### src/rtl/branch_resolve_unit.sv
// branch_resolve_unit
// Gathers branch resolutions from the execute ports and picks the oldest
// mispredict. It issues validate strobes and a recall pulse to the
// checkpointer, redirects fetch, and holds the front end through a short
// drain window.
// Optional feature macro: BRU_PERF_EN enables saturating perf counters.
// Without the macro, perf outputs are tied to zero.

`ifndef NUM_CHECKPOINTS
`define NUM_CHECKPOINTS 8
`endif
`ifndef NUM_BRANCHES_RESOLVED
`define NUM_BRANCHES_RESOLVED 2
`endif

module branch_resolve_unit #(
   parameter int NUM_CHECKPOINTS = `NUM_CHECKPOINTS,
   parameter int NUM_PORTS       = `NUM_BRANCHES_RESOLVED,
   parameter int RECOVER_CYCLES  = 2,
   localparam int CW = (NUM_CHECKPOINTS > 1) ? $clog2(NUM_CHECKPOINTS) : 1
) (
   input  logic                               clk,
   input  logic                               reset,
   input  logic [NUM_PORTS-1:0]               br_valid,
   input  logic [NUM_PORTS-1:0][CW-1:0]       br_cp_id,
   input  logic [NUM_PORTS-1:0]               br_mispredict,
   input  logic [NUM_PORTS-1:0][63:0]         br_target,
   input  logic [CW-1:0]                      cp_back,
   output logic [NUM_PORTS-1:0]               validate,
   output logic [NUM_PORTS-1:0][CW-1:0]       validated_id,
   output logic                               recall_checkpoint,
   output logic [CW-1:0]                      recall_id,
   output logic                               redirect_valid,
   output logic [63:0]                        redirect_pc,
   output logic                               recover_busy,
   output logic [31:0]                        perf_resolved,
   output logic [31:0]                        perf_mispredict
);

   localparam int PW = (NUM_PORTS > 1) ? $clog2(NUM_PORTS) : 1;
   localparam logic [3:0] RECOVER_LOAD = 4'(RECOVER_CYCLES);

   typedef enum logic [1:0] {
      ST_IDLE   = 2'd0,
      ST_RECALL = 2'd1,
      ST_DRAIN  = 2'd2
   } state_t;

   // Age relative to the oldest live checkpoint; wraps in CW bits.
   function automatic logic [CW-1:0] age_of(input logic [CW-1:0] id,
                                            input logic [CW-1:0] base);
      return id - base;
   endfunction

   state_t                          state_r;
   logic [3:0]                      cnt_r;
   logic [CW-1:0]                   recall_id_r;
   logic [63:0]                     redirect_pc_r;
   logic                            recall_pulse_r;
   logic                            redirect_pulse_r;
   logic [NUM_PORTS-1:0]            validate_r;
   logic [NUM_PORTS-1:0][CW-1:0]    validated_id_r;

   logic [NUM_PORTS-1:0][CW-1:0]    port_age_s;
   logic                            cand_valid_s;
   logic [PW-1:0]                   cand_port_s;
   logic [CW-1:0]                   cand_age_s;
   logic [CW-1:0]                   cand_id_s;
   logic [63:0]                     cand_pc_s;
   logic [CW-1:0]                   recall_age_s;
   logic                            active_s;
   logic                            accept_s;
   logic [NUM_PORTS-1:0]            validate_nxt_s;
   logic [NUM_PORTS-1:0][CW-1:0]    validated_id_nxt_s;

   // Oldest mispredicting port: strict compare keeps the lowest index on ties.
   always_comb begin
      port_age_s   = '0;
      cand_valid_s = 1'b0;
      cand_port_s  = '0;
      cand_age_s   = '0;
      for (int i = 0; i < NUM_PORTS; i++) begin
         logic take;
         port_age_s[i] = age_of(br_cp_id[i], cp_back);
         take = br_valid[i] & br_mispredict[i] &
                (~cand_valid_s | (port_age_s[i] < cand_age_s));
         cand_valid_s = take ? 1'b1 : cand_valid_s;
         cand_port_s  = take ? PW'(i) : cand_port_s;
         cand_age_s   = take ? port_age_s[i] : cand_age_s;
      end
   end

   assign cand_id_s    = br_cp_id[cand_port_s];
   assign cand_pc_s    = br_target[cand_port_s];
   assign recall_age_s = age_of(recall_id_r, cp_back);
   assign active_s     = (state_r != ST_IDLE);
   assign accept_s     = cand_valid_s & (~active_s | (cand_age_s < recall_age_s));

   // Correct branches survive only if strictly older than any recall issued now or in flight.
   always_comb begin
      validate_nxt_s     = '0;
      validated_id_nxt_s = '0;
      for (int i = 0; i < NUM_PORTS; i++) begin
         logic keep;
         keep = br_valid[i] & ~br_mispredict[i] &
                ~(accept_s & (cand_age_s <= port_age_s[i])) &
                ~(active_s & (recall_age_s <= port_age_s[i]));
         validate_nxt_s[i]     = keep;
         validated_id_nxt_s[i] = keep ? br_cp_id[i] : {CW{1'b0}};
      end
   end

   // Recovery sequencer: latch the recall, pulse once, then drain.
   always_ff @(posedge clk or negedge reset) begin
      if (!reset) begin
         state_r          <= ST_IDLE;
         cnt_r            <= 4'd0;
         recall_id_r      <= '0;
         redirect_pc_r    <= 64'd0;
         recall_pulse_r   <= 1'b0;
         redirect_pulse_r <= 1'b0;
      end else if (accept_s) begin
         state_r          <= ST_RECALL;
         cnt_r            <= 4'd0;
         recall_id_r      <= cand_id_s;
         redirect_pc_r    <= cand_pc_s;
         recall_pulse_r   <= 1'b1;
         redirect_pulse_r <= 1'b1;
      end else begin
         recall_pulse_r   <= 1'b0;
         redirect_pulse_r <= 1'b0;
         case (state_r)
            ST_IDLE: begin
               state_r <= ST_IDLE;
               cnt_r   <= 4'd0;
            end
            ST_RECALL: begin
               state_r <= ST_DRAIN;
               cnt_r   <= RECOVER_LOAD;
            end
            ST_DRAIN: begin
               if (cnt_r <= 4'd1) begin
                  state_r <= ST_IDLE;
                  cnt_r   <= 4'd0;
               end else begin
                  state_r <= ST_DRAIN;
                  cnt_r   <= cnt_r - 4'd1;
               end
            end
            default: begin
               state_r <= ST_IDLE;
               cnt_r   <= 4'd0;
            end
         endcase
      end
   end

   // Registered validation strobes, one cycle after the resolution.
   always_ff @(posedge clk or negedge reset) begin
      if (!reset) begin
         validate_r     <= '0;
         validated_id_r <= '0;
      end else begin
         validate_r     <= validate_nxt_s;
         validated_id_r <= validated_id_nxt_s;
      end
   end

   assign validate          = validate_r;
   assign validated_id      = validated_id_r;
   assign recall_checkpoint = recall_pulse_r;
   assign recall_id         = recall_id_r;
   assign redirect_valid    = redirect_pulse_r;
   assign redirect_pc       = redirect_pc_r;
   // Busy also covers the cycle a mispredict is being latched; forced low in reset.
   assign recover_busy      = reset & (active_s | accept_s);

`ifdef BRU_PERF_EN
   function automatic logic [31:0] sat_add(input logic [31:0] a, input logic [31:0] b);
      logic [32:0] sum;
      sum = {1'b0, a} + {1'b0, b};
      return sum[32] ? 32'hFFFF_FFFF : sum[31:0];
   endfunction

   logic [31:0] perf_res_r;
   logic [31:0] perf_mis_r;
   logic [31:0] res_inc_s;
   logic [31:0] mis_inc_s;

   // Count valid and mispredicting ports this cycle.
   always_comb begin
      res_inc_s = 32'd0;
      mis_inc_s = 32'd0;
      for (int i = 0; i < NUM_PORTS; i++) begin
         res_inc_s = res_inc_s + 32'(br_valid[i]);
         mis_inc_s = mis_inc_s + 32'(br_valid[i] & br_mispredict[i]);
      end
   end

   // Saturating performance counters.
   always_ff @(posedge clk or negedge reset) begin
      if (!reset) begin
         perf_res_r <= 32'd0;
         perf_mis_r <= 32'd0;
      end else begin
         perf_res_r <= sat_add(perf_res_r, res_inc_s);
         perf_mis_r <= sat_add(perf_mis_r, mis_inc_s);
      end
   end

   assign perf_resolved   = perf_res_r;
   assign perf_mispredict = perf_mis_r;
`else
   assign perf_resolved   = 32'd0;
   assign perf_mispredict = 32'd0;
`endif

endmodule

### config.mk
export PLATFORM = sky130hd
export DESIGN_NAME = branch_resolve_unit
export DESIGN_NICKNAME = d
export VERILOG_FILES = /design/src/rtl/branch_resolve_unit.sv
export SDC_FILE = /design/constraint.sdc
export NUM_CORES = 1
export LEC_CHECK = 0
export ABC_AREA = 0
export CAP_MARGIN = 20
export CORE_ASPECT_RATIO = 0.7
export CORE_MARGIN = 2
export CORE_UTILIZATION = 41
export CTS_CLUSTER_SIZE = 12
export DETAILED_ROUTE_END_ITERATION = 10
export GPL_TIMING_DRIVEN = 0
export PLACE_DENSITY = 0.81
export SLEW_MARGIN = 20
export SYNTH_ARGS = -nofsm -noshare
export SYNTH_HDL_FRONTEND = slang
export SYNTH_SLANG_ARGS = --single-unit
### constraint.sdc
create_clock -name clk -period 4.2 [get_ports clk]
set_input_delay 1.05 -clock clk [delete_from_list [all_inputs] [get_ports clk]]
set_output_delay 1.05 -clock clk [all_outputs]
set_load 0.01 [all_outputs]
Word level (Yosys, flattened, before mapping)
Index checks and enable logic that the tools add are counted.
{"block": "totals", "register_bits": 82, "output_inout_bits": 142, "wordCells": 67}
{"block": "classes", "add_sub_neg": 4, "n_lt_le_gt_ge": 8, "n_eq_ne": 2, "muxes": 18, "n_bitwise": 26, "n_reduce_logical": 1}
{"operator": "2-to-1 mux 64 bit", "n": 2}
{"operator": "2-to-1 mux 3 bit", "n": 6}
{"operator": "AND 1 bit", "n": 15}
{"operator": "<= comparator 3 bit", "n": 4}
{"operator": "subtractor 3 bit", "n": 3}
{"operator": "2-to-1 mux 4 bit", "n": 2}
{"operator": "NOT 1 bit", "n": 8}
{"operator": "one-hot mux 4 bit (2 select lines)", "n": 1}
{"operator": "less-than comparator 3 bit", "n": 2}
{"operator": "<= comparator 4 x 1 -> 1 bit, second input constant", "n": 1}
{"operator": "2-to-1 mux 1 bit", "n": 4}
{"operator": "2-to-1 mux 2 bit", "n": 2}
{"operator": "one-hot mux 2 bit (2 select lines)", "n": 1}
{"operator": "subtractor 4 x 1 -> 4 bit, second input constant", "n": 1}
{"operator": "bitwise OR 1 bit", "n": 3}
{"operator": "== test 2 x 1 -> 1 bit, second input constant", "n": 1}
{"operator": "== test 2 bit, second input constant", "n": 1}
{"operator": "less-than comparator 1 x 2 -> 1 bit, second input constant", "n": 1}
{"operator": "nonzero test 2 bit", "n": 1}

Depth between registers and ports, before layout
Gate-level depths: netlist of run 1.
{"block": "logic_depth", "ltp_word": 14, "depth_mapped": 20}

Worst setup path after synthesis of run 1
OpenSTA, ideal clock, no wires.
{"block": "synth_path", "path_kind": "in2reg", "startpoint": "in br_cp_id[0] in the netlist's numbering", "endpoint": "reg recall_id_r[1] (netlist: recall_id[1])", "setup_time_ns": 0.125, "t_arrival_ns": 4.961, "t_required_ns": 4.075, "slack_ns": -0.886, "cell_stages": 20, "n_path_buf": 2, "cell_sequence": "inv_1 -> ha_1 -> inv_1 -> fa_1 -> xor2_1 -> xnor2_1 -> nand2_1 -> ha_1 -> nand2_4 -> o21ai_4 -> buf_6 -> nand3_1 -> o21ai_0 -> ha_1 -> a21o_1 -> nor3_1 -> nand4_4 -> nand2_4 -> buf_6 -> mux2_4"}
{"block": "synth_between", "elab_chain_cells": 9}
{"element": "from (decl)", "line": "25", "rtl": "input logic [NUM_PORTS-1:0][CW-1:0] br_cp_id,"}
{"element": "subtractor 3 bit *", "line": "52", "rtl": "return id - base;"}
{"element": "2-to-1 mux 3 bit *", "line": "89", "rtl": "cand_age_s = take ? port_age_s[i] : cand_age_s;"}
{"element": "less-than comparator 3 bit", "line": "86", "rtl": "(~cand_valid_s | (port_age_s[i] < cand_age_s));"}
{"element": "bitwise OR 1 bit", "line": "86"}
{"element": "AND 1 bit", "line": "85", "rtl": "take = br_valid[i] & br_mispredict[i] &"}
{"element": "2-to-1 mux 3 bit", "line": "89"}
{"element": "less-than comparator 3 bit", "line": "97", "rtl": "assign accept_s = cand_valid_s & (~active_s | (cand_age_s < recall_age_s));"}
{"element": "bitwise OR 1 bit", "line": "97"}
{"element": "AND 1 bit", "line": "97"}
{"element": "to (signal assigned)", "line": "125", "rtl": "recall_id_r <= cand_id_s;"}
{"element": "to (decl)", "line": "57", "rtl": "logic [CW-1:0] recall_id_r;"}
Mark *: on every way between the ends. The rest lies on a longest branch, timed or not. The select of a mux whose other input is x is not followed.
A chain may end at the register's enable or synchronous reset.

Final worst setup path of run 1
{"block": "layout_path", "startpoint": "in br_cp_id[0] in the netlist's numbering", "endpoint": "reg redirect_pc_r[4] (netlist: redirect_pc[4])"}
{"block": "layout_between", "elab_chain_cells": 9}
{"element": "subtractor 3 bit *", "line": "52"}
{"element": "2-to-1 mux 3 bit *", "line": "89"}
{"element": "less-than comparator 3 bit", "line": "86"}
{"element": "bitwise OR 1 bit", "line": "86"}
{"element": "AND 1 bit", "line": "85"}
{"element": "2-to-1 mux 3 bit", "line": "89"}
{"element": "less-than comparator 3 bit", "line": "97"}
{"element": "bitwise OR 1 bit", "line": "97"}
{"element": "AND 1 bit", "line": "97"}
{"element": "to (signal assigned)", "line": "126", "rtl": "redirect_pc_r <= cand_pc_s;"}
{"element": "to (decl)", "line": "58", "rtl": "logic [63:0] redirect_pc_r;"}
Marked as above.

==> metrics.txt, run 1 <==
# TYPE chip_impl_metric gauge
chip_impl_info{name="run_status",value="finished with violations"} 1
chip_impl_info{name="violations_in_the_final_reports",value="negative setup slack"} 1
chip_impl_metric{name="setup_ws",unit="ns"} -0.204
chip_impl_info{name="setup.worst_path.end_class",value="flip-flop"} 1
chip_impl_info{name="min_path_type",value="reg2reg"} 1
chip_impl_metric{name="io_pins",unit=""} 285
chip_impl_metric{name="cp_num_buf_inv",unit=""} 6
chip_impl_metric{name="dp.final_hpwl",unit="mm"} 11.8
chip_impl_metric{name="fp.dieH",unit="µm"} 103
chip_impl_metric{name="die_area",unit="mm²"} 0.0151
chip_impl_metric{name="yosysWarningCount",unit=""} 0
chip_impl_info{name="crit_type",value="in2reg"} 1
chip_impl_metric{name="r2r_slack",unit="ns"} 0.80
chip_impl_metric{name="grt_pass1_wl",unit="mm"} 23.5
chip_impl_metric{name="power_switching_share",unit="%"} 32.7
chip_impl_metric{name="detail-route-antenna-nets",unit=""} 0
chip_impl_metric{name="powerDensity",unit="mW/mm²"} 585
chip_impl_metric{name="p_int",unit="µW"} 3680
chip_impl_info{name="r2r-end",value="redirect_pc[4]$_DFFE_PN0N_"} 1
chip_impl_metric{name="setup_violations",unit=""} 75
chip_impl_metric{name="global_route.overflow_total",unit=""} 0
chip_impl_metric{name="final_core_util",unit="%"} 67.3
chip_impl_metric{name="maxSlewHeadroom",unit="%"} 42.1
chip_impl_metric{name="post_drt_wl_per_cell",unit="µm"} 16.4
chip_impl_metric{name="grt_antenna_before_repair",unit=""} 0
chip_impl_metric{name="finalWorstPathRequiredPeriod",unit="ns"} 4.40
chip_impl_info{name="synth.top_cells.by_area",value="sky130_fd_sc_hd__dfrtp_1 (35%), sky130_fd_sc_hd__mux2_4 (32%), sky130_fd_sc_hd__buf_4 (8.4%)"} 1
chip_impl_info{name="cp_top_family",value="adder cells"} 1
chip_impl_metric{name="max_stage_delay",unit="ns"} 0.37
chip_impl_metric{name="async_reset_ff_share",unit="%"} 100
chip_impl_info{name="critical_path.cell_chain",value="buf_12, inv_12, ha_4, inv_2, fa_2, xor2_2, xnor2_2, nand2_1, ha_4, nand2_4, o21ai_4, buf_6, nand3_4, o21ai_2, ha_1, a21o_1, nor3_2, nand4_4, nand2_8, buf_6, buf_12, mux2_4"} 1
chip_impl_metric{name="design.core.area",unit="mm²"} 0.0139
chip_impl_metric{name="power.ir.vdd_worst",unit="mV"} 0.301
chip_impl_metric{name="number_of_slew_limit_violations_in_the_final_report",unit=""} 0
chip_impl_info{name="mostFrequentLayoutCell",value="sky130_fd_sc_hd__clkdlybuf4s50_1"} 1
chip_impl_metric{name="switchingPower",unit="µW"} 1790
chip_impl_metric{name="h-tree-depth",unit=""} 3
chip_impl_metric{name="worst_pin_slew",unit="ns"} 0.847
chip_impl_metric{name="clk_pin_slew_worst_paths",unit="ns"} 0.06
chip_impl_info{name="timing.critical_path.from",value="br_cp_id[0]"} 1
chip_impl_metric{name="drt_wl_total",unit="mm"} 15.6
chip_impl_metric{name="cellLeakagePower",unit="µW"} 0.00449
chip_impl_metric{name="hold-path-cell-count",unit=""} 1
chip_impl_metric{name="post_synth.cell_area_avg",unit="µm²"} 13.3
chip_impl_metric{name="grt_max_degree",unit=""} 60
chip_impl_metric{name="fin_setup_tns",unit="ns"} -12.13
chip_impl_metric{name="place_inst",unit=""} 910
chip_impl_metric{name="critical_path_arrival",unit="ns"} 4.61
chip_impl_metric{name="timing.critical_path.fanout_max",unit=""} 10
chip_impl_metric{name="finalHoldViolations",unit=""} 0
chip_impl_metric{name="share_of_the_yosys_chip_area_belonging_to_registers",unit="%"} 35.0
chip_impl_metric{name="routed-via-count",unit=""} 4324
chip_impl_metric{name="power.share.combinational",unit="%"} 59.8
chip_impl_metric{name="dp_slack",unit="ns"} -1.92
chip_impl_metric{name="synth_edf_count",unit=""} 0
chip_impl_info{name="clock-root-buffer",value="sky130_fd_sc_hd__clkbuf_16"} 1
chip_impl_metric{name="area.growth.synth_to_final",unit="%"} 61.3
chip_impl_metric{name="die_width",unit="µm"} 146
chip_impl_metric{name="clock_network_latency_to_the_later_pin_of_the_worst_skew_pair",unit="ns"} 0.33
chip_impl_info{name="final_cell_mix",value="sky130_fd_sc_hd__clkdlybuf4s50_1 (213), sky130_fd_sc_hd__mux2_4 (126), sky130_fd_sc_hd__buf_4 (85)"} 1
chip_impl_metric{name="power_frac_seq",unit="%"} 25.3
chip_impl_metric{name="syn_area",unit="mm²"} 0.00579
chip_impl_metric{name="avgViaCountPerCell",unit=""} 4.54
chip_impl_metric{name="num-nets-final",unit=""} 926
chip_impl_metric{name="drive_above_1_share",unit="%"} 38.2
chip_impl_metric{name="global_route.usage.total",unit="%"} 19.7
chip_impl_metric{name="drtPass1Iterations",unit=""} 4
chip_impl_metric{name="worst-endpoint-required",unit="ns"} 4.41
chip_impl_info{name="synth_top_area_cell",value="sky130_fd_sc_hd__dfrtp_1"} 1
chip_impl_metric{name="maxCapViolations",unit=""} 0
chip_impl_info{name="regToRegStartpoint",value="recall_id[0]$_DFFE_PN0N_"} 1
chip_impl_metric{name="clockPowerShare",unit="%"} 15.0
chip_impl_metric{name="antenna_cells",unit=""} 0
chip_impl_metric{name="grt_pass1_vias",unit=""} 4429
chip_impl_metric{name="number_of_port_buffers",unit=""} 220
chip_impl_metric{name="multi_input_area",unit="mm²"} 0.00339
chip_impl_metric{name="clk_skew",unit="ns"} 0.00766
chip_impl_info{name="dominantRegCellSynth",value="sky130_fd_sc_hd__dfrtp_1"} 1
chip_impl_metric{name="worst_r2r_path_depth",unit=""} 15
chip_impl_metric{name="drc_violations_left",unit=""} 0
chip_impl_info{name="slowest_stage",value="sky130_fd_sc_hd__fa_2"} 1
chip_impl_metric{name="synthDominantCellAreaShare",unit="%"} 35.0
chip_impl_metric{name="finalNonFillerCells",unit=""} 952
chip_impl_metric{name="cts.path.max_buffers",unit=""} 2
chip_impl_metric{name="floorplan.rows",unit=""} 36
chip_impl_metric{name="fillers",unit=""} 998
chip_impl_metric{name="ys_seq_elements",unit=""} 81
chip_impl_metric{name="final-seq-area",unit="mm²"} 0.00203
chip_impl_metric{name="synth.distinct_cells",unit=""} 52
chip_impl_metric{name="clock.fmax",unit="GHz"} 0.227
chip_impl_metric{name="initialDrtViolationCount",unit=""} 75
chip_impl_metric{name="cts_inserted_buffers",unit=""} 9
chip_impl_info{name="critPathLaunchType",value="primary input"} 1
chip_impl_metric{name="timing.final.crit_share",unit="%"} 105
chip_impl_metric{name="synthCells",unit=""} 436
chip_impl_info{name="cp_capture_point",value="redirect_pc[4]$_DFFE_PN0N_"} 1
chip_impl_metric{name="number_of_clock_sinks_seen_by_cts",unit=""} 81
chip_impl_metric{name="path_depth",unit=""} 22
chip_impl_metric{name="gp_congestion",unit=""} 0.918
chip_impl_metric{name="initial_standard_cell_utilization_of_the_core",unit="%"} 41.7
chip_impl_info{name="unrepaired_setup_endpoints_after_global_routing",value="true"} 1
chip_impl_info{name="cts_tree",value="done"} 1
-- worst register-to-register path, stage by stage (launching register included) --
cell and delay (ns):
sky130_fd_sc_hd__dfrtp_1 0.37, sky130_fd_sc_hd__inv_1 0.10, sky130_fd_sc_hd__ha_1 0.15, sky130_fd_sc_hd__inv_1 0.05
sky130_fd_sc_hd__fa_1 0.37, sky130_fd_sc_hd__xnor2_1 0.19, sky130_fd_sc_hd__xor2_1 0.32, sky130_fd_sc_hd__inv_1 0.08
sky130_fd_sc_hd__ha_1 0.32, sky130_fd_sc_hd__a21o_1 0.23, sky130_fd_sc_hd__nor3_2 0.18, sky130_fd_sc_hd__nand4_4 0.18
sky130_fd_sc_hd__nand2_8 0.14, sky130_fd_sc_hd__buf_6 0.15, sky130_fd_sc_hd__buf_12 0.15, sky130_fd_sc_hd__mux2_4 0.30
-- logic make-up (layout without fill, tap and decap cells) --
kind of cell	count (synthesis)	after routing	share of synthesized area (%)
other	1	64	0.0648
muxes	134	134	34.1
xor gates and xnor gates	8	8	1.21
and+or+nand+nor	51	51	5.34
buffers and inverters	103	366	13.7
AOI/OAI and AO/OA	32	32	4.56
adders and majority gates	26	26	6.01
DFF	81	81	35.0
-- metrics by stage --
step | area (µm²) | hold WS [ns] | power, µW
final | 9340 | 0.511 | 5460
after global routing | 9340 | 0.517 | 5780
after CTS | 9340 | 0.514 | 5530
after detailed placement | 8590 | 0.493 | 4310
after global placement | 8570 | 0.478 | 4230
after floorplan | 6130 | 0.465 | 3100
-- cells in the mapped netlist (all sizes together) (2+ instances only) --
cell	count
nor3	7
a211oi	2
dfrtp	81
nor2b	2
mux2	132
mux2i	2
o22ai	2
and2	2
ha	23
nand2	13
inv	23
a21oi	5
xor2	3
nor2	7
nor3b	2
buf	80
nand3	6
o211ai	2
fa	3
xnor2	5
nand3b	5
o21ai	8
-- metal layers --
metal  global-route usage (%)  wire length [µm]  share of wire [%]
met5                        0                 0                  0
met4                     3.36               144               0.92
met3                     5.00              1120                7.2
met2                     36.8              8090                 52
met1                     23.9              6230                 40
-- worst min path at each step --
| stage | start | end | slack, ns |
|---|---|---|---|
| finish | redirect_pc[4]$_DFFE_PN0N_ | redirect_pc[4]$_DFFE_PN0N_ | 0.51 |
| global route | redirect_pc[6]$_DFFE_PN0N_ | redirect_pc[6]$_DFFE_PN0N_ | 0.52 |
| CTS | redirect_pc[6]$_DFFE_PN0N_ | redirect_pc[6]$_DFFE_PN0N_ | 0.51 |
| detailed placement | redirect_pc[6]$_DFFE_PN0N_ | redirect_pc[6]$_DFFE_PN0N_ | 0.49 |
| global placement | cnt_r[0]$_DFF_PN0_ | cnt_r[0]$_DFF_PN0_ | 0.48 |
| floorplan | cnt_r[0]$_DFF_PN0_ | cnt_r[0]$_DFF_PN0_ | 0.47 |
-- what timing repair did --
item,in CTS,in global routing
gates cloned,2,1
hold buffers,0,0
pin swaps,18,5
endpoints found under the setup margin,81,79
resized for setup,54,7
buffers inserted,25,3
-- sequential cells by signal, summed over array words and instances, names as in the netlist --
| signal | count |
|---|---|
| cnt_r | 4 |
| recall_id | 3 |
| redirect_pc | 64 |
| state_r | 2 |
| validate | 2 |
| validated_id | 6 |
-- cell type report --
class | count | share of cell area (%)
Clock buffer | 11 | 2.71
Tap cell | 190 | 2.55
Inverter | 23 | 1.06
Timing Repair Buffer | 248 | 27.0
Sequential cell | 81 | 21.7
Multi-Input combinational cell | 315 | 36.3
Buffer | 79 | 8.04
Clock inverter | 5 | 0.657
-- power by group through the flow --
stage               Combinational [µW]  Sequential, µW  Clock, µW
finish                            3270            1380        817
CTS                               3310            1380        841
global route                      3480            1430        871
global placement                  2860            1360          0
detailed placement                2930            1380          0
floorplan                         1580            1520          0
Power figures use the tool's default switching activity.
==> run 2, diff against run 1 <==
- CORE_MARGIN: 2 -> 3
==> run 2 against run 1 <==
Effect of this change:
- total power rose by 1.6%
- critical endpoint is now validate[1]$_DFF_PN0_
- die area up 3.3%
- sequential cell count did not move
- the flow still finishes with violations (negative setup slack)
==> metrics.txt, run 2 (synthesis results as in run 1) <==
# TYPE chip_impl_metric gauge
chip_impl_metric{name="area.growth.synth_to_final",unit="%"} 63.6
chip_impl_info{name="cts_tree",value="done"} 1
chip_impl_metric{name="h-tree-depth",unit=""} 3
chip_impl_metric{name="worst-endpoint-required",unit="ns"} 4.40
chip_impl_metric{name="grt_max_degree",unit=""} 50
chip_impl_metric{name="maxSlewHeadroom",unit="%"} 46.8
chip_impl_metric{name="maxCapViolations",unit=""} 0
chip_impl_metric{name="initialDrtViolationCount",unit=""} 138
chip_impl_metric{name="cellLeakagePower",unit="µW"} 0.00454
chip_impl_metric{name="hold_buffers",unit=""} 0
chip_impl_metric{name="cts.path.max_buffers",unit=""} 2
chip_impl_metric{name="worst_r2r_path_depth",unit=""} 16
chip_impl_metric{name="clock.fmax",unit="GHz"} 0.223
chip_impl_metric{name="grt_pass1_wl",unit="mm"} 25.7
chip_impl_metric{name="antenna_cells",unit=""} 0
chip_impl_metric{name="critical_path_arrival",unit="ns"} 4.67
chip_impl_metric{name="number_of_slew_limit_violations_in_the_final_report",unit=""} 0
chip_impl_metric{name="final-seq-area",unit="mm²"} 0.00203
chip_impl_metric{name="grt_pass1_vias",unit=""} 4760
chip_impl_info{name="slowest_stage",value="sky130_fd_sc_hd__clkdlybuf4s50_1"} 1
chip_impl_metric{name="die_area",unit="mm²"} 0.0156
chip_impl_info{name="crit_type",value="in2reg"} 1
chip_impl_metric{name="fp.dieH",unit="µm"} 105
chip_impl_metric{name="floorplan.rows",unit=""} 35
chip_impl_metric{name="cp_num_buf_inv",unit=""} 5
chip_impl_metric{name="number_of_clock_sinks_seen_by_cts",unit=""} 81
chip_impl_metric{name="multi_input_area",unit="mm²"} 0.00345
chip_impl_metric{name="grt_antenna_before_repair",unit=""} 0
chip_impl_metric{name="global_route.overflow_total",unit=""} 0
chip_impl_metric{name="setup_violations",unit=""} 76
chip_impl_metric{name="drt_wl_total",unit="mm"} 16.9
chip_impl_metric{name="timing.critical_path.fanout_max",unit=""} 4
chip_impl_metric{name="design.core.area",unit="mm²"} 0.0135
chip_impl_metric{name="path_depth",unit=""} 18
chip_impl_metric{name="timing.final.crit_share",unit="%"} 107
chip_impl_metric{name="post_drt_wl_per_cell",unit="µm"} 17.6
chip_impl_info{name="critPathLaunchType",value="primary input"} 1
chip_impl_metric{name="number_of_port_buffers",unit=""} 220
chip_impl_metric{name="avgViaCountPerCell",unit=""} 4.53
chip_impl_info{name="unrepaired_setup_endpoints_after_global_routing",value="true"} 1
chip_impl_metric{name="clock_network_latency_to_the_later_pin_of_the_worst_skew_pair",unit="ns"} 0.33
chip_impl_info{name="min_path_type",value="reg2reg"} 1
chip_impl_metric{name="worst_pin_slew",unit="ns"} 0.778
chip_impl_metric{name="clk_skew",unit="ns"} 0.00541
chip_impl_metric{name="fin_setup_tns",unit="ns"} -14.79
chip_impl_metric{name="finalHoldViolations",unit=""} 0
chip_impl_metric{name="cts_inserted_buffers",unit=""} 9
chip_impl_metric{name="place_inst",unit=""} 905
chip_impl_metric{name="finalWorstPathRequiredPeriod",unit="ns"} 4.47
chip_impl_metric{name="die_width",unit="µm"} 148
chip_impl_metric{name="gp_congestion",unit=""} 0.865
chip_impl_metric{name="drtPass1Iterations",unit=""} 5
chip_impl_info{name="clock-root-buffer",value="sky130_fd_sc_hd__clkbuf_16"} 1
chip_impl_metric{name="dp.final_hpwl",unit="mm"} 12.5
chip_impl_metric{name="fillers",unit=""} 947
chip_impl_metric{name="stdcell_area",unit="mm²"} 0.00947
chip_impl_metric{name="setup_ws",unit="ns"} -0.275
chip_impl_metric{name="drive_above_1_share",unit="%"} 40.4
chip_impl_info{name="cp_top_family",value="buffers and inverters"} 1
chip_impl_info{name="run_status",value="finished with violations"} 1
chip_impl_metric{name="fin_hold_ws",unit="ns"} 0.506
chip_impl_metric{name="powerDensity",unit="mW/mm²"} 586
chip_impl_metric{name="power.ir.vdd_worst",unit="mV"} 0.267
chip_impl_metric{name="final_core_util",unit="%"} 70.2
chip_impl_metric{name="finalNonFillerCells",unit=""} 957
chip_impl_info{name="final_cell_mix",value="sky130_fd_sc_hd__clkdlybuf4s50_1 (213), sky130_fd_sc_hd__mux2_4 (126), sky130_fd_sc_hd__buf_4 (91)"} 1
chip_impl_metric{name="hold-path-cell-count",unit=""} 1
chip_impl_metric{name="clk_pin_slew_worst_paths",unit="ns"} 0.06
chip_impl_metric{name="detail-route-antenna-nets",unit=""} 0
chip_impl_metric{name="num-nets-final",unit=""} 937
chip_impl_metric{name="drc_violations_left",unit=""} 0
chip_impl_info{name="mostFrequentLayoutCell",value="sky130_fd_sc_hd__clkdlybuf4s50_1"} 1
chip_impl_metric{name="placedInstanceArea",unit="mm²"} 0.00859
chip_impl_metric{name="max_ffs_per_register",unit=""} 64
chip_impl_info{name="critical_path.cell_chain",value="clkdlybuf4s50_1, xor2_2, xnor2_2, nand2_2, ha_4, buf_4, buf_6, o21ai_0, or4b_4, and3_4, buf_6, ha_4, nand3_2, o21ai_2, o211ai_1, o211ai_1, buf_4, nor2_2"} 1
chip_impl_info{name="setup.worst_path.end_class",value="flip-flop"} 1
chip_impl_metric{name="io_pins",unit=""} 285
chip_impl_info{name="violations_in_the_final_reports",value="negative setup slack"} 1
chip_impl_metric{name="initial_standard_cell_utilization_of_the_core",unit="%"} 42.9
chip_impl_metric{name="routed-via-count",unit=""} 4336
chip_impl_metric{name="max_stage_delay",unit="ns"} 0.58
chip_impl_metric{name="global_route.usage.total",unit="%"} 20.9
[run 2: path summary, 6_finish.rpt]
| kind | from | end | slack, ns |
|---|---|---|---|
| setup / recovery | br_cp_id[2] | validate[1]$_DFF_PN0_ | -0.27 |
| hold / removal | redirect_pc[60]$_DFFE_PN0N_ | redirect_pc[60]$_DFFE_PN0N_ | 0.51 |
| setup reg to reg | recall_id[0]$_DFFE_PN0N_ | redirect_pc[43]$_DFFE_PN0N_ | 0.61 |
| hold reg to reg | redirect_pc[60]$_DFFE_PN0N_ | redirect_pc[60]$_DFFE_PN0N_ | 0.51 |
| max in group asynchronous | reset | redirect_pc[35]$_DFFE_PN0N_ | 2.91 |
| min in group asynchronous | reset | validated_id[1]$_DFF_PN0_ | 0.68 |
[run 2: repair_timing]
item,CTS,global route
gates resized for setup,52,25
buffers inserted,28,9
endpoints found under the setup margin,81,81
hold endpoints to repair,0,0
cloned,4,1
pin swaps,17,22
[run 2: worst reg2reg max path, stage by stage, from the launching register on]
cell and delay (ns):
sky130_fd_sc_hd__dfrtp_1 0.38, sky130_fd_sc_hd__inv_1 0.11, sky130_fd_sc_hd__ha_1 0.16, sky130_fd_sc_hd__inv_1 0.05, sky130_fd_sc_hd__fa_1 0.40, sky130_fd_sc_hd__xnor2_1 0.18
sky130_fd_sc_hd__xor2_1 0.42, sky130_fd_sc_hd__inv_1 0.10, sky130_fd_sc_hd__ha_1 0.32, sky130_fd_sc_hd__a21o_1 0.21, sky130_fd_sc_hd__nor3_4 0.21, sky130_fd_sc_hd__nand4_4 0.15
sky130_fd_sc_hd__nand2_8 0.11, sky130_fd_sc_hd__buf_12 0.14, sky130_fd_sc_hd__buf_12 0.11, sky130_fd_sc_hd__buf_12 0.11, sky130_fd_sc_hd__mux2_4 0.30
[run 2: metrics by stage]
| step | setup slack [ns] | total power [µW] |
|---|---|---|
| final | -0.275 | 5550 |
| after detailed placement | -1.92 | 4340 |
| after global routing | -0.417 | 5870 |
| after CTS | -0.206 | 5570 |
| after floorplan | -0.634 | 3100 |
| after global placement | -1.93 | 4240 |
[run 2: area by class of cell]
type,count,area share [%]
inverters,23,1.04
clock buffers,10,2.42
well taps,185,2.44
repair buffers,260,28.1
multi-input cells,315,36.5
plain buffers,78,7.72
clock inverters,5,0.357
flip-flops and latches,81,21.4
[run 2: power by group]
part	switching, µW	leakage (µW)	internal, µW
clock network	307	0.000124	396
registers	230	0.000972	1150
logic	1330	0.00344	2140
[run 2: metal layers]
layer | track usage, % | vias up | wire, µm
met1 | 24.9 | 2080 | 6760
li1 | - | 2058 | -
met2 | 37.0 | 178 | 8630
met3 | 5.89 | 20 | 1200
met5 | 0 | - | 0
met4 | 5.54 | 0 | 280
==> run 3, diff against run 2 <==
- GPL_TIMING_DRIVEN: 0 -> default
- SLEW_MARGIN: 20 -> default
==> run 3 against run 2 <==
Effect of this change:
- sequential power is essentially flat
- largest power group unchanged
- via count grew 3.2%
- highest routed layer unchanged
- largest cell class unchanged
- cell count shrank 1.1%
- hold slack gained 0.0034 ns
- global-route usage shrank 0.33 points
- clock skew grew 0.0032 ns
- the run still ends with negative setup slack left
- first-iteration DRC count grew 46%
- total power shrank 0.50%
- count of clock-buffer cells in the layout shrank 1
==> metrics.txt, run 3 (synthesis results as in run 1) <==
# TYPE chip_impl_metric gauge
chip_impl_metric{name="finalWorstPathRequiredPeriod",unit="ns"} 4.44
chip_impl_metric{name="drive_above_1_share",unit="%"} 38.6
chip_impl_info{name="crit_type",value="in2reg"} 1
chip_impl_metric{name="antenna_cells",unit=""} 0
chip_impl_info{name="unrepaired_setup_endpoints_after_global_routing",value="true"} 1
chip_impl_metric{name="initialDrtViolationCount",unit=""} 202
chip_impl_metric{name="cp_num_buf_inv",unit=""} 5
chip_impl_metric{name="maxCapViolations",unit=""} 0
chip_impl_metric{name="cts.path.max_buffers",unit=""} 2
chip_impl_metric{name="clock.fmax",unit="GHz"} 0.225
chip_impl_info{name="slowest_stage",value="sky130_fd_sc_hd__fa_2"} 1
chip_impl_metric{name="number_of_clock_sinks_seen_by_cts",unit=""} 81
chip_impl_metric{name="cts_inserted_buffers",unit=""} 9
chip_impl_metric{name="clock_network_latency_to_the_later_pin_of_the_worst_skew_pair",unit="ns"} 0.33
chip_impl_info{name="setup.worst_path.end_class",value="flip-flop"} 1
chip_impl_metric{name="dp.final_hpwl",unit="mm"} 12.0
chip_impl_metric{name="fillers",unit=""} 988
chip_impl_metric{name="timing.final.crit_share",unit="%"} 106
chip_impl_metric{name="clk_skew",unit="ns"} 0.00860
chip_impl_info{name="critPathMostFrequentCell",value="sky130_fd_sc_hd__ha_4"} 1
chip_impl_info{name="final_cell_mix",value="sky130_fd_sc_hd__clkdlybuf4s50_1 (213), sky130_fd_sc_hd__mux2_4 (126), sky130_fd_sc_hd__buf_4 (88)"} 1
chip_impl_metric{name="num-nets-final",unit=""} 926
chip_impl_metric{name="drtPass1Iterations",unit=""} 4
chip_impl_metric{name="critical_path_arrival",unit="ns"} 4.65
chip_impl_metric{name="cellLeakagePower",unit="µW"} 0.00440
chip_impl_info{name="run_status",value="finished with violations"} 1
chip_impl_info{name="clock-root-buffer",value="sky130_fd_sc_hd__clkbuf_16"} 1
chip_impl_metric{name="powerDensity",unit="mW/mm²"} 600
chip_impl_info{name="regToRegStartpoint",value="recall_id[0]$_DFFE_PN0N_"} 1
chip_impl_metric{name="grt_antenna_before_repair",unit=""} 0
chip_impl_metric{name="grt_max_degree",unit=""} 82
chip_impl_metric{name="grt_pass1_wl",unit="mm"} 25.4
chip_impl_metric{name="die_area",unit="mm²"} 0.0156
chip_impl_metric{name="drt_wl_total",unit="mm"} 17.4
chip_impl_metric{name="design.core.area",unit="mm²"} 0.0135
chip_impl_metric{name="routed-via-count",unit=""} 4475
chip_impl_info{name="hp-start",value="redirect_pc[43]$_DFFE_PN0N_"} 1
chip_impl_metric{name="initial_standard_cell_utilization_of_the_core",unit="%"} 42.9
chip_impl_metric{name="io_pins",unit=""} 285
chip_impl_metric{name="detail-route-antenna-nets",unit=""} 0
chip_impl_metric{name="setup_violations",unit=""} 80
chip_impl_metric{name="max_ffs_per_register",unit=""} 64
chip_impl_info{name="mostFrequentLayoutCell",value="sky130_fd_sc_hd__clkdlybuf4s50_1"} 1
chip_impl_info{name="violations_in_the_final_reports",value="negative setup slack"} 1
chip_impl_metric{name="final_core_util",unit="%"} 68.3
chip_impl_metric{name="fin_hold_ws",unit="ns"} 0.509
chip_impl_metric{name="dp_slack",unit="ns"} -1.03
chip_impl_metric{name="fp.dieH",unit="µm"} 105
chip_impl_metric{name="hold-path-cell-count",unit=""} 1
chip_impl_info{name="timing.hold.worst_endpoint",value="redirect_pc[43]$_DFFE_PN0N_"} 1
chip_impl_metric{name="power.ir.vdd_worst",unit="mV"} 0.284
chip_impl_metric{name="post_drt_wl_per_cell",unit="µm"} 18.4
chip_impl_metric{name="drc_violations_left",unit=""} 0
chip_impl_metric{name="number_of_port_buffers",unit=""} 220
chip_impl_metric{name="number_of_slew_limit_violations_in_the_final_report",unit=""} 0
chip_impl_info{name="critPathLaunchType",value="primary input"} 1
chip_impl_metric{name="grt_pass1_vias",unit=""} 4725
chip_impl_metric{name="clk_pin_slew_worst_paths",unit="ns"} 0.06
chip_impl_metric{name="stdcell_area",unit="mm²"} 0.00921
chip_impl_metric{name="maxSlewHeadroom",unit="%"} 57.1
chip_impl_info{name="cts_tree",value="done"} 1
chip_impl_metric{name="gp_congestion",unit=""} 0.912
chip_impl_metric{name="setup_ws",unit="ns"} -0.236
chip_impl_metric{name="placedInstanceArea",unit="mm²"} 0.00820
chip_impl_info{name="min_path_type",value="reg2reg"} 1
chip_impl_metric{name="area.growth.synth_to_final",unit="%"} 59.1
chip_impl_metric{name="finalHoldViolations",unit=""} 0
chip_impl_metric{name="avgViaCountPerCell",unit=""} 4.73
chip_impl_metric{name="h-tree-depth",unit=""} 3
chip_impl_metric{name="worst_r2r_path_depth",unit=""} 15
chip_impl_metric{name="worst-endpoint-required",unit="ns"} 4.42
chip_impl_info{name="r2r-end",value="redirect_pc[16]$_DFFE_PN0N_"} 1
chip_impl_metric{name="max_stage_delay",unit="ns"} 0.34
chip_impl_metric{name="worst_pin_slew",unit="ns"} 0.638
chip_impl_metric{name="timing.critical_path.fanout_max",unit=""} 6
chip_impl_metric{name="die_width",unit="µm"} 148
chip_impl_metric{name="global_route.overflow_total",unit=""} 0
chip_impl_metric{name="global_route.usage.total",unit="%"} 20.5
chip_impl_metric{name="floorplan.rows",unit=""} 35
chip_impl_metric{name="r2r_slack",unit="ns"} 0.87
chip_impl_info{name="cp_top_family",value="adder cells"} 1
chip_impl_info{name="critical_path.cell_chain",value="buf_12, inv_12, ha_4, inv_2, fa_2, xor2_2, xnor2_2, nand2_2, ha_4, nand2_4, o21ai_4, nand3_2, o21ai_2, ha_1, a21o_1, nor3_2, nand4_4, nand2_8, buf_8, clkbuf_16, mux2_4"} 1
-- run 3: power by group --
part           internal (µW)  switching [µW]
registers               1150             235
clock network            393             303
logic                   2130            1310
-- run 3: how the worst max path moves through the flow --
stage	cells after the start	slack [ns]	start	to
global placement	16	-0.84	br_cp_id[0]	validated_id[3]$_DFF_PN0_
detailed placement	20	-1.03	br_cp_id[0]	redirect_pc[28]$_DFFE_PN0N_
floorplan	20	-0.63	br_cp_id[0]	recall_id[1]$_DFFE_PN0N_
CTS	22	-0.1	br_cp_id[0]	redirect_pc[28]$_DFFE_PN0N_
global route	21	-0.36	br_cp_id[0]	redirect_pc[21]$_DFFE_PN0N_
finish	21	-0.24	br_cp_id[0]	redirect_pc[16]$_DFFE_PN0N_
-- run 3: repair_timing --
item,in CTS,in global routing
hold endpoints to repair,0,0
endpoints found under the setup margin,81,80
gates resized for setup,32,31
setup buffers,45,14
gates cloned,3,3
pin swaps,13,20
hold buffers,0,0
-- run 3: worst reg2reg max path, delay by kind of cell, from the launching register on --
kind                     cells  cell delay (ns)
XOR/XNOR                     2             0.41
AND/OR/NAND/NOR              3             0.57
AO/OA/AOI/OAI                1             0.20
buffers and inverters        5             0.50
multiplexers                 1             0.30
flip-flops                   1             0.39
adder cells (fa/ha/maj)      3             0.83
-- run 3: final cells by class --
| class | instances | area [µm²] | area share (%) |
|---|---|---|---|
| clock buffer | 9 | 225 | 2.44 |
| clock inverter | 6 | 36.3 | 0.394 |
| inverter | 23 | 98.8 | 1.07 |
| multi-input combinational | 315 | 3370 | 36.6 |
| sequential | 81 | 2030 | 22.0 |
| tap | 185 | 231 | 2.51 |
| timing repair buffer | 327 | 3220 | 35.0 |
-- run 3: per-layer routing --
layer	track usage, %	vias up	part of all wire [%]
met3	6.70	33	8.9
met5	0	-	0
li1	-	2040	-
met4	5.34	0	1.7
met2	35.4	241	51
met1	24.8	2161	38
-- run 3: stage by stage --
step / TNS, ns / power, µW / std cells
after floorplan: -46.66 / 3100 / 499
final: -15.14 / 5520 / 946
after CTS: -2.75 / 5400 / 932
after global routing: -25.04 / 5830 / 946
after global placement: -58.58 / 4230 / 869
after detailed placement: -77.72 / 4310 / 869
